`config.mk`:
```
export PLATFORM = sky130hd
export DESIGN_NAME = uart_tx_buffered_flat
export DESIGN_NICKNAME = d
export VERILOG_FILES = /design/src/rtl/uart_tx_buffered_pkg.sv /design/src/rtl/uart_tx_buffered_if.sv /design/src/rtl/uart_tx_buffered_sync_fifo.sv /design/src/rtl/uart_tx_buffered.sv /design/src/flat_wrapper.sv
export SDC_FILE = /design/constraint.sdc
export NUM_CORES = 1
export LEC_CHECK = 0
export ABC_CLOCK_PERIOD_IN_PS = 2200
export CORE_MARGIN = 3
export CORE_UTILIZATION = 55
export DETAILED_ROUTE_END_ITERATION = 7
export GPL_ROUTABILITY_DRIVEN = 0
export PLACE_DENSITY = 0.83
export SLEW_MARGIN = 0
export SYNTH_ARGS = -nofsm -noshare
export SYNTH_HDL_FRONTEND = slang
export SYNTH_SLANG_ARGS = --single-unit
```
`constraint.sdc`:
```
create_clock -name sysclk -period 2.2 [get_ports sysclk]
set_clock_uncertainty 0.05 [all_clocks]
set_input_delay 0.22 -clock sysclk [delete_from_list [all_inputs] [get_ports sysclk]]
set_output_delay 0.22 -clock sysclk [all_outputs]
set_load 0.02 [all_outputs]
```
`src/rtl/uart_tx_buffered_pkg.sv`:
```
// rtl/uart_tx_buffered_pkg.sv - shared UART transmitter states and constants
package uart_tx_buffered_pkg;

    // Transmitter FSM states, 2-bit encoding shared with the CPU top level
    typedef enum logic [1:0] {
        UART_ST_IDLE  = 2'd0,
        UART_ST_START = 2'd1,
        UART_ST_DATA  = 2'd2,
        UART_ST_STOP  = 2'd3
    } uart_state_t;

    // Store address the MA stage decodes as a UART byte write
    localparam logic [31:0] UART_ADDR = 32'h0000_1000;

    // 100 MHz system clock / 115200 baud
    localparam int UART_CLKS_PER_BIT = 868;

    // Data bits per 8N1 frame
    localparam int UART_DATA_BITS = 8;

endpackage

```
`src/rtl/uart_tx_buffered_if.sv`:
```
// rtl/uart_tx_buffered_if.sv - byte write port and status flags of the UART transmitter
interface uart_tx_buffered_if;

    logic       wr_en;
    logic [7:0] wr_data;
    logic       full;
    logic       empty;
    logic       busy;
    logic       overflow;

    // Producer side (memory-access stage)
    modport master (
        output wr_en, wr_data,
        input  full, empty, busy, overflow
    );

    // Transmitter side
    modport slave (
        input  wr_en, wr_data,
        output full, empty, busy, overflow
    );

endinterface

```
`src/rtl/uart_tx_buffered_sync_fifo.sv`:
```
// rtl/uart_tx_buffered_sync_fifo.sv - synchronous FIFO with registered full/empty/count
module uart_tx_buffered_sync_fifo #(
    parameter int WIDTH = 8,
    parameter int DEPTH = 16,
    parameter int PTR_W = 4
) (
    input  logic             clk,
    input  logic             nrst,
    input  logic             push,
    input  logic [WIDTH-1:0] push_data,
    input  logic             pop,
    output logic [WIDTH-1:0] head,
    output logic             full,
    output logic             empty,
    output logic [PTR_W:0]   count
);

    localparam logic [PTR_W:0] DEPTH_CNT = (PTR_W + 1)'(DEPTH);

    logic [WIDTH-1:0] mem [DEPTH];
    logic [PTR_W-1:0] wr_ptr;
    logic [PTR_W-1:0] rd_ptr;
    logic [PTR_W:0]   count_nxt;

    // Head of queue is read straight from storage so a pop sees it the cycle after the push
    assign head = mem[rd_ptr];

    // Occupancy after this cycle's push/pop; simultaneous push and pop leave it unchanged
    always_comb begin
        count_nxt = count;
        if (push && !pop) begin
            count_nxt = count + 1'b1;
        end else if (!push && pop) begin
            count_nxt = count - 1'b1;
        end
    end

    // Storage write; contents need no reset because the pointers define validity
    always_ff @(posedge clk) begin
        if (push) begin
            mem[wr_ptr] <= push_data;
        end
    end

    // Pointers wrap naturally at DEPTH; flags registered from the next occupancy
    always_ff @(posedge clk) begin
        if (!nrst) begin
            wr_ptr <= '0;
            rd_ptr <= '0;
            count  <= '0;
            full   <= 1'b0;
            empty  <= 1'b1;
        end else begin
            if (push) begin
                wr_ptr <= wr_ptr + 1'b1;
            end
            if (pop) begin
                rd_ptr <= rd_ptr + 1'b1;
            end
            count <= count_nxt;
            full  <= (count_nxt == DEPTH_CNT);
            empty <= (count_nxt == '0);
        end
    end

endmodule

```
`src/rtl/uart_tx_buffered.sv`:
```
// rtl/uart_tx_buffered.sv - buffered 8N1 UART transmitter
module uart_tx_buffered
    import uart_tx_buffered_pkg::*;
#(
    parameter int CLKS_PER_BIT = UART_CLKS_PER_BIT,
    parameter int FIFO_DEPTH   = 16,
    parameter int PTR_W        = 4
) (
    input  logic                sysclk,
    input  logic                nrst,
    uart_tx_buffered_if.slave   bus,
    output logic                uart_tx
);

    localparam int              BAUD_W    = $clog2(CLKS_PER_BIT);
    localparam logic [BAUD_W-1:0] BAUD_LAST = BAUD_W'(CLKS_PER_BIT - 1);

    uart_state_t       state;
    uart_state_t       state_nxt;
    logic [BAUD_W-1:0] baud_cnt;
    logic [BAUD_W-1:0] baud_cnt_nxt;
    logic [2:0]        bit_idx;
    logic [2:0]        bit_idx_nxt;
    logic [7:0]        shift_reg;
    logic [7:0]        shift_nxt;
    logic              tx_nxt;
    logic              bit_done;
    logic              pop;
    logic              push;
    logic [7:0]        fifo_head;
    logic              fifo_full;
    logic              fifo_empty;
    logic [PTR_W:0]    fifo_count;
    logic              overflow;

    // A write slips in at full only when the head leaves on the same cycle
    assign push     = bus.wr_en && (!fifo_full || pop);
    assign bit_done = (baud_cnt == BAUD_LAST);

    assign bus.full     = fifo_full;
    assign bus.empty    = fifo_empty;
    assign bus.overflow = overflow;
    assign bus.busy     = (state != UART_ST_IDLE) || (fifo_count != '0);

    uart_tx_buffered_sync_fifo #(
        .WIDTH (8),
        .DEPTH (FIFO_DEPTH),
        .PTR_W (PTR_W)
    ) u_fifo (
        .clk       (sysclk),
        .nrst      (nrst),
        .push      (push),
        .push_data (bus.wr_data),
        .pop       (pop),
        .head      (fifo_head),
        .full      (fifo_full),
        .empty     (fifo_empty),
        .count     (fifo_count)
    );

    // Frame sequencing: next state, baud/bit counters, shifter and FIFO pop
    always_comb begin
        state_nxt    = state;
        baud_cnt_nxt = baud_cnt;
        bit_idx_nxt  = bit_idx;
        shift_nxt    = shift_reg;
        pop          = 1'b0;
        case (state)
            UART_ST_IDLE: begin
                if (!fifo_empty) begin
                    pop          = 1'b1;
                    shift_nxt    = fifo_head;
                    baud_cnt_nxt = '0;
                    state_nxt    = UART_ST_START;
                end
            end
            UART_ST_START: begin
                if (bit_done) begin
                    baud_cnt_nxt = '0;
                    bit_idx_nxt  = '0;
                    state_nxt    = UART_ST_DATA;
                end else begin
                    baud_cnt_nxt = baud_cnt + 1'b1;
                end
            end
            UART_ST_DATA: begin
                if (bit_done) begin
                    baud_cnt_nxt = '0;
                    shift_nxt    = {1'b0, shift_reg[7:1]};
                    if (bit_idx == 3'd7) begin
                        state_nxt = UART_ST_STOP;
                    end else begin
                        bit_idx_nxt = bit_idx + 1'b1;
                    end
                end else begin
                    baud_cnt_nxt = baud_cnt + 1'b1;
                end
            end
            UART_ST_STOP: begin
                if (bit_done) begin
                    baud_cnt_nxt = '0;
                    state_nxt    = UART_ST_IDLE;
                end else begin
                    baud_cnt_nxt = baud_cnt + 1'b1;
                end
            end
            default: begin
                state_nxt = UART_ST_IDLE;
            end
        endcase
    end

    // Line level for the coming cycle, taken from the next state so uart_tx is a pure register
    always_comb begin
        tx_nxt = 1'b1;
        case (state_nxt)
            UART_ST_START: tx_nxt = 1'b0;
            UART_ST_DATA:  tx_nxt = shift_nxt[0];
            default:       tx_nxt = 1'b1;
        endcase
    end

    // FSM and datapath registers; reset abandons any frame in flight
    always_ff @(posedge sysclk) begin
        if (!nrst) begin
            state     <= UART_ST_IDLE;
            baud_cnt  <= '0;
            bit_idx   <= '0;
            shift_reg <= '0;
            uart_tx   <= 1'b1;
        end else begin
            state     <= state_nxt;
            baud_cnt  <= baud_cnt_nxt;
            bit_idx   <= bit_idx_nxt;
            shift_reg <= shift_nxt;
            uart_tx   <= tx_nxt;
        end
    end

    // Sticky record of any write dropped against a full FIFO
    always_ff @(posedge sysclk) begin
        if (!nrst) begin
            overflow <= 1'b0;
        end else if (bus.wr_en && fifo_full && !pop) begin
            overflow <= 1'b1;
        end
    end

endmodule

```
`src/flat_wrapper.sv`:
```
// flat-port wrapper written by rule: the top's interface ports become plain ports
module uart_tx_buffered_flat import uart_tx_buffered_pkg::*;
#(
    parameter int CLKS_PER_BIT = UART_CLKS_PER_BIT,
    parameter int FIFO_DEPTH   = 16,
    parameter int PTR_W        = 4
)
  (sysclk, nrst, uart_tx, bus_wr_en, bus_wr_data, bus_full, bus_empty, bus_busy, bus_overflow);
  uart_tx_buffered_if bus_i ();
  input  logic sysclk;
  input  logic nrst;
  output logic uart_tx;
  input wire logic [$bits(bus_i.wr_en)-1:0] bus_wr_en;
  input wire logic [$bits(bus_i.wr_data)-1:0] bus_wr_data;
  output wire logic [$bits(bus_i.full)-1:0] bus_full;
  output wire logic [$bits(bus_i.empty)-1:0] bus_empty;
  output wire logic [$bits(bus_i.busy)-1:0] bus_busy;
  output wire logic [$bits(bus_i.overflow)-1:0] bus_overflow;
  assign bus_i.wr_en = bus_wr_en;
  assign bus_i.wr_data = bus_wr_data;
  assign bus_full = bus_i.full;
  assign bus_empty = bus_i.empty;
  assign bus_busy = bus_i.busy;
  assign bus_overflow = bus_i.overflow;
  uart_tx_buffered #(.CLKS_PER_BIT(CLKS_PER_BIT), .FIFO_DEPTH(FIFO_DEPTH), .PTR_W(PTR_W)) u_core (.sysclk(sysclk), .nrst(nrst), .bus(bus_i), .uart_tx(uart_tx));
endmodule
```
==> metrics.yaml, run 1 <==
detailed_routing:
  via_per_inst: 6.13
  routed_wl_um: 14700
  ant_nets: 0
  drt_first_pass_iters: 5
  drt-initial-drc-count: 475
  drc: 0
  wl_per_cell_um: 21.0
  vias: 4276
min_path:
  holdPathEnd: "u_core.bit_idx[1]$_SDFFE_PN0P_"
  holdCritStartpoint: "u_core.bit_idx[1]$_SDFFE_PN0P_"
  hold_class: "register to register"
  whs_path_depth: 2
global_route:
  grt_use_met3_pct: 6.46
  grt_overflow: 0
  grt.total_usage_pct: 21.8
  top_usage_layer: "met2"
  grt_use_met2_pct: 37.9
  antenna_found_initial: 0
  grt_pass1_wl_um: 23300
  grt_pass1_vias: 4408
  met1_usage_pct: 26.1
  grt_max_degree: 33
logic_synthesis:
  synth-seq-area-share_pct: 66.3
  synth_edf_count: 128
  yosysWarnings: 0
  avgSynthCellArea_um2: 15.2
  synth_cells: 469
  netlist-cell-type-count: 66
  ys.flop_type: "edfxtp_1"
  async_reset_ff_share_pct: 0
  synth_area_um2: 7130
  syn_nets: 491
  ys_ff_latch: 172
layout:
  n_antenna_cell: 0
  layout.nets: 540
  layout_commonest_cell: "edfxtp_1"
  largest_reg_flops: 128
  final-seq-area_um2: 4730
  mostFrequentLayoutCells: "128 x edfxtp_1, 48 x nor2_1, 43 x dfxtp_1, 38 x buf_4, 30 x mux4_2"
  synthToLayoutAreaGrowth_pct: 16.0
  drive_gt1_share_pct: 23.8
  nFillCells: 837
  multi_input_area_um2: 2280
clocking:
  clock_sinks: 172
  clk_pin_slew_ps: 60
  root_buffer: "clkbuf_16"
  clock_path_buffers: 2
  insertion_delay_ps: 430
  h-tree-depth: 4
  tritoncts: "done"
  cts_buffers: 17
timing:
  fin_crit_ps: 2150
  tightest_slew_ps: 678
  layout_setup_ws_ps: 51.8
  max_freq_ghz: 0.466
  slew_viol_final: 0
  fin_hold_ws_ps: 448
  relSlewSlack_pct: 54.7
  post-route-period-util_pct: 97.6
  tns_ps: 0
  setup_viol: 0
  hold_viol: 0
power_and_ir_drop:
  peakVddDrop_mv: 0.692
  total_power_mw: 8.10
  p_leak_nw: 2.77
  p_per_area_nw_per_um2: 980
die:
  core_area_um2: 12400
  io_pins: 16
  rows: 40
  die_area_um2: 14400
  die_w_um: 120
  start_util_pct: 57.7
  die_h_um: 120
setup_path:
  ff2ff_path_depth: 6
  rr_endpoint: "u_core.shift_reg[4]$_SDFFE_PN0P_"
  slowest_stage: "mux4_2"
  max_stage_delay_ps: 530
  worstPathArrival_ps: 2410
  crit_required_ps: 2460
  crit_chain: "buf_12 > mux4_2 > a22oi_1 > a21oi_1 > a221oi_1 > nor2_1"
  cp-end-kind: "register"
  start_kind: "register"
  worstPathMaxFanout: 15
  critPathKind: "register to register"
  r2r_slack_ps: 50
placement:
  dpl_worst_slack_ps: -16.1
  place_hpwl_um: 9720
  portBuffers: 15
flow_run:
  max_cap_violations: 0
outcome:
  outcome: "finished, final reports clean"
[where the power goes]
group	internal [mW]	total [mW]	switching [mW]	leakage, nW
sequential	3.64	3.78	0.142	1.51
clock	1.55	2.75	1.20	0.266
combinational	0.747	1.57	0.821	0.988
[how the worst max path moves through the flow]
stage                                              to  slack, ps  cells past startpoint
floorplan           u_core.u_fifo.mem[1][0]$_DFFE_PP_       -210                      6
global placement    u_core.u_fifo.mem[2][4]$_DFFE_PP_         90                      6
detailed placement  u_core.u_fifo.mem[2][3]$_DFFE_PP_        -20                      6
CTS                 u_core.u_fifo.mem[2][4]$_DFFE_PP_         50                      5
global route        u_core.u_fifo.mem[0][1]$_DFFE_PP_         -2                      5
finish               u_core.shift_reg[4]$_SDFFE_PN0P_         50                      6
[per-stage QoR]
step,cells,util [%],area (um2)
3_3_place_gp,665,62.0,7670
4_1_cts,696,66.5,8220
3_5_place_dp,665,62.0,7670
6_report,698,66.9,8270
2_1_floorplan,469,-,7130
5_1_grt,698,66.9,8270
[area by class of cell]
cell class / count / share of cell area [%]
clock buffers: 17 / 5.15
clock inverters: 14 / 1.48
inverters: 7 / 0.318
multi-input cells: 265 / 27.6
flip-flops and latches: 172 / 57.2
well taps: 168 / 2.54
repair buffers: 55 / 5.75
[kinds of logic after synthesis]
| family | synth area share (%) |
|---|---|
| multiplexers | 10.4 |
| adder cells (fa/ha/maj) | 1.93 |
| AO/OA/AOI/OAI | 7.57 |
| AND/OR/NAND/NOR | 10.5 |
| flip-flops | 66.3 |
| buffers and inverters | 2.30 |
| XOR/XNOR | 1.11 |
[worst max-delay path: cells and delay by family, from the launching register on]
| kind | cells | cell delay, ps |
|---|---|---|
| mux | 1 | 530 |
| flops | 1 | 430 |
| compound gates | 3 | 750 |
| simple gates | 1 | 70 |
| buf+inv | 1 | 200 |
[layer usage]
metal / share of wire, % / routed length, um
met5: 0 / 0
met4: 1.8 / 257
met1: 40 / 5850
met2: 52 / 7650
met3: 6.1 / 900
[what timing repair did]
action	CTS	global route
setup buffers	0	2
gates resized for setup	0	6
endpoints found under the setup margin	0	43
hold buffers	0	0
[cell usage after synthesis (4+ instances only)]
cell type | n | area, um2
a22oi_1 | 12 | 90.1
mux2i_1 | 4 | 40.0
inv_1 | 6 | 22.5
edfxtp_1 | 128 | 3840
mux4_2 | 30 | 676
nand2_1 | 18 | 67.6
nor3_1 | 11 | 55.1
buf_1 | 4 | 15.0
a311oi_1 | 4 | 35.0
a221oi_1 | 6 | 52.6
nand2b_1 | 8 | 50.1
ha_1 | 11 | 138
xnor2_1 | 4 | 35.0
o21ai_0 | 6 | 30.0
a21oi_1 | 17 | 85.1
nor2b_1 | 6 | 37.5
a31oi_1 | 5 | 31.3
nand3_1 | 8 | 40.0
and2_1 | 6 | 37.5
buf_2 | 7 | 35.0
and3_1 | 4 | 25.0
xor2_1 | 5 | 43.8
dfxtp_1 | 44 | 881
nor2_1 | 48 | 180
clkbuf_1 | 9 | 33.8
Note: power is estimated with default switching activity, not from simulation.
==> run 2, diff against run 1 <==
--- a/config.mk
+++ b/config.mk
@@ -6,7 +6,6 @@
 export NUM_CORES = 1
 export LEC_CHECK = 0
 export ABC_CLOCK_PERIOD_IN_PS = 2200
-export CORE_MARGIN = 3
 export CORE_UTILIZATION = 55
 export DETAILED_ROUTE_END_ITERATION = 7
 export GPL_ROUTABILITY_DRIVEN = 0
==> run 2 against run 1 <==
Cell area increased by 0.50%. Clock-buffer cell count increased by 1. Sequential power about the same.
==> metrics.yaml, run 2 (synthesis gave the netlist of run 1 again) <==
setup_path:
  crit_required_ps: 2490  # was 2460 ps
  critPathKind: "register to register"  # unchanged
  cp-end-kind: "register"  # unchanged
  worstPathMaxFanout: 4  # was 15
  worstPathArrival_ps: 2390  # was 2410 ps
  start_kind: "register"  # unchanged
die:
  die_h_um: 116  # was 120 um
  core_area_um2: 12600  # was 12,400 um2
  die_area_um2: 13400  # was 14,400 um2
  die_w_um: 116  # was 120 um
  rows: 41  # was 40
  start_util_pct: 56.5  # was 57.7%
  io_pins: 16  # unchanged
clocking:
  cts_hold_buf: 0  # unchanged
  cts_setup_buffers: 0  # unchanged
  cts_buffers: 17  # unchanged
  root_buffer: "clkbuf_16"  # unchanged
  h-tree-depth: 4  # unchanged
  insertion_delay_ps: 430  # about the same
  tritoncts: "done"  # unchanged
  clock_path_buffers: 2  # unchanged
  clk_pin_slew_ps: 70  # was 60 ps
  clock_sinks: 172  # unchanged
power_and_ir_drop:
  peakVddDrop_mv: 0.777  # was 0.692 mV
  cell_internal_pwr_mw: 6.06  # was 5.94 mW
  switching_share_pct: 26.9  # was 26.8%
  p_per_area_nw_per_um2: 999  # was 980 nW/um2
  power_frac_comb_pct: 18.4  # was 19.3%
  switching_power_mw: 2.23  # was 2.17 mW
  p_leak_nw: 2.81  # was 2.77 nW
  clockPowerShare_pct: 36.0  # was 34.0%
  pwr-share-seq_pct: 45.6  # was 46.7%
placement:
  portBuffers: 15  # unchanged
  placed_cell_area_um2: 7700  # was 7670 um2
  placed_cells: 673  # was 665
  place_hpwl_um: 9500  # was 9720 um
detailed_routing:
  drc: 0  # unchanged
  routed_wl_um: 14900  # was 14,700 um
  drt-initial-drc-count: 451  # was 475
  vias: 4314  # was 4,276
  ant_nets: 0  # unchanged
  wl_per_cell_um: 21.2  # was 21.0 um
  drt_first_pass_iters: 5  # unchanged
  via_per_inst: 6.12  # was 6.13
timing:
  tns_ps: 0  # unchanged
  relSlewSlack_pct: 56.8  # was 54.7%
  tightest_slew_ps: 646  # was 678 ps
  fin_crit_ps: 2090  # was 2150 ps
  max_freq_ghz: 0.478  # was 0.466 GHz
  slew_viol_final: 0  # unchanged
  hold_viol: 0  # unchanged
  setup_viol: 0  # unchanged
  rsz0062_at_grt: "false"
  post-route-period-util_pct: 95.1  # was 97.6%
outcome:
  outcome: "finished, final reports clean"  # unchanged
layout:
  drive_gt1_share_pct: 23.8  # about the same
  finalInstanceArea_um2: 8310  # was 8270 um2
  nFillCells: 871  # was 837
  final-seq-area_um2: 4730  # about the same
  layout_commonest_cell: "edfxtp_1"  # unchanged
  n_antenna_cell: 0  # unchanged
  final_util_pct: 65.8  # was 66.9%
  largest_reg_flops: 128  # unchanged
  synthToLayoutAreaGrowth_pct: 16.5  # was 16.0%
  final_cells: 705  # was 698
  multi_input_area_um2: 2260  # was 2280 um2
  mostFrequentLayoutCells: "128 x edfxtp_1, 48 x nor2_1, 42 x dfxtp_1, 40 x buf_4, 30 x mux4_2"  # was 128 x edfxtp_1, 48 x nor2_1, 43 x dfxtp_1, 38 x buf_4, 30 x mux4_2
  layout.nets: 542  # was 540
global_route:
  grt_max_degree: 33  # unchanged
  grt_overflow: 0  # unchanged
  grt.total_usage_pct: 24.8  # was 21.8%
  grt_pass1_wl_um: 23500  # was 23,300 um
  grt_pass1_vias: 4291  # was 4,408
  antenna_found_initial: 0  # unchanged
min_path:
  hold_class: "register to register"  # unchanged
flow_run:
  max_cap_violations: 0  # unchanged
-- run 2: changes by cell type in the layout (fill, tap and decap cells not counted), sizes merged --
| cell | before | now |
|---|---|---|
| clkinv | 9 | 4 |
| inv | 9 | 14 |
| buf | 40 | 42 |
| bufinv | 1 | 2 |
| clkbuf | 17 | 18 |
| clkinvlp | 2 | 1 |
-- run 2: power groups by stage --
stage,clock [mW],sequential (mW),combinational (mW)
after floorplan,0,3.80,1.10
after global placement,0,3.83,1.44
after detailed placement,0,3.85,1.49
after CTS,3.03,3.78,1.51
after global routing,3.17,3.80,1.66
final,2.99,3.78,1.52
-- run 2: through the flow --
step | hold slack (ps) | power [mW] | setup WS, ps
after floorplan | 269 | 4.90 | -206
after detailed placement | 419 | 5.34 | -13.2
after global routing | 464 | 8.63 | 4.43
after global placement | 409 | 5.27 | 86.0
after CTS | 431 | 8.32 | 56.9
final | 434 | 8.30 | 107
-- run 2: repair_timing --
action,in CTS,in global routing
endpoints found under the setup margin,0,4
hold endpoints to repair,0,0
gates resized for setup,0,4
-- run 2: final timing paths --
path	start	endpoint	slack, ps	cells past startpoint
setup / recovery	u_core.u_fifo.count[0]$_SDFF_PN0_	u_core.u_fifo.full$_SDFF_PN0_	110	6
hold / removal	u_core.bit_idx[2]$_SDFFE_PN0P_	u_core.bit_idx[2]$_SDFFE_PN0P_	430	2
hold reg to reg	u_core.bit_idx[2]$_SDFFE_PN0P_	u_core.bit_idx[2]$_SDFFE_PN0P_	430	2
setup reg to reg	u_core.u_fifo.count[0]$_SDFF_PN0_	u_core.u_fifo.full$_SDFF_PN0_	110	6
-- run 2: layout make-up --
| type | count | area share, % |
|---|---|---|
| repair buffers | 57 | 5.90 |
| inverters | 7 | 0.316 |
| flip-flops and latches | 172 | 56.9 |
| clock inverters | 14 | 1.91 |
| clock buffers | 18 | 5.17 |
| multi-input cells | 265 | 27.2 |
| well taps | 172 | 2.59 |
-- run 2: routing by layer --
layer | vias to the layer above | wire length [um] | global-route usage, %
li1 | 1945 | - | -
met1 | 2207 | 6230 | 31.3
met4 | 0 | 271 | 9.91
met5 | - | 0 | 0
met3 | 21 | 736 | 6.49
met2 | 141 | 7680 | 41.1
-- run 2: worst max-delay path: stages, from the launching register on --
cell,delay (ps)
dfxtp_1,350
inv_2,70
ha_1,340
or4_1,490
o311a_1,150
or4_4,430
nor4_2,140
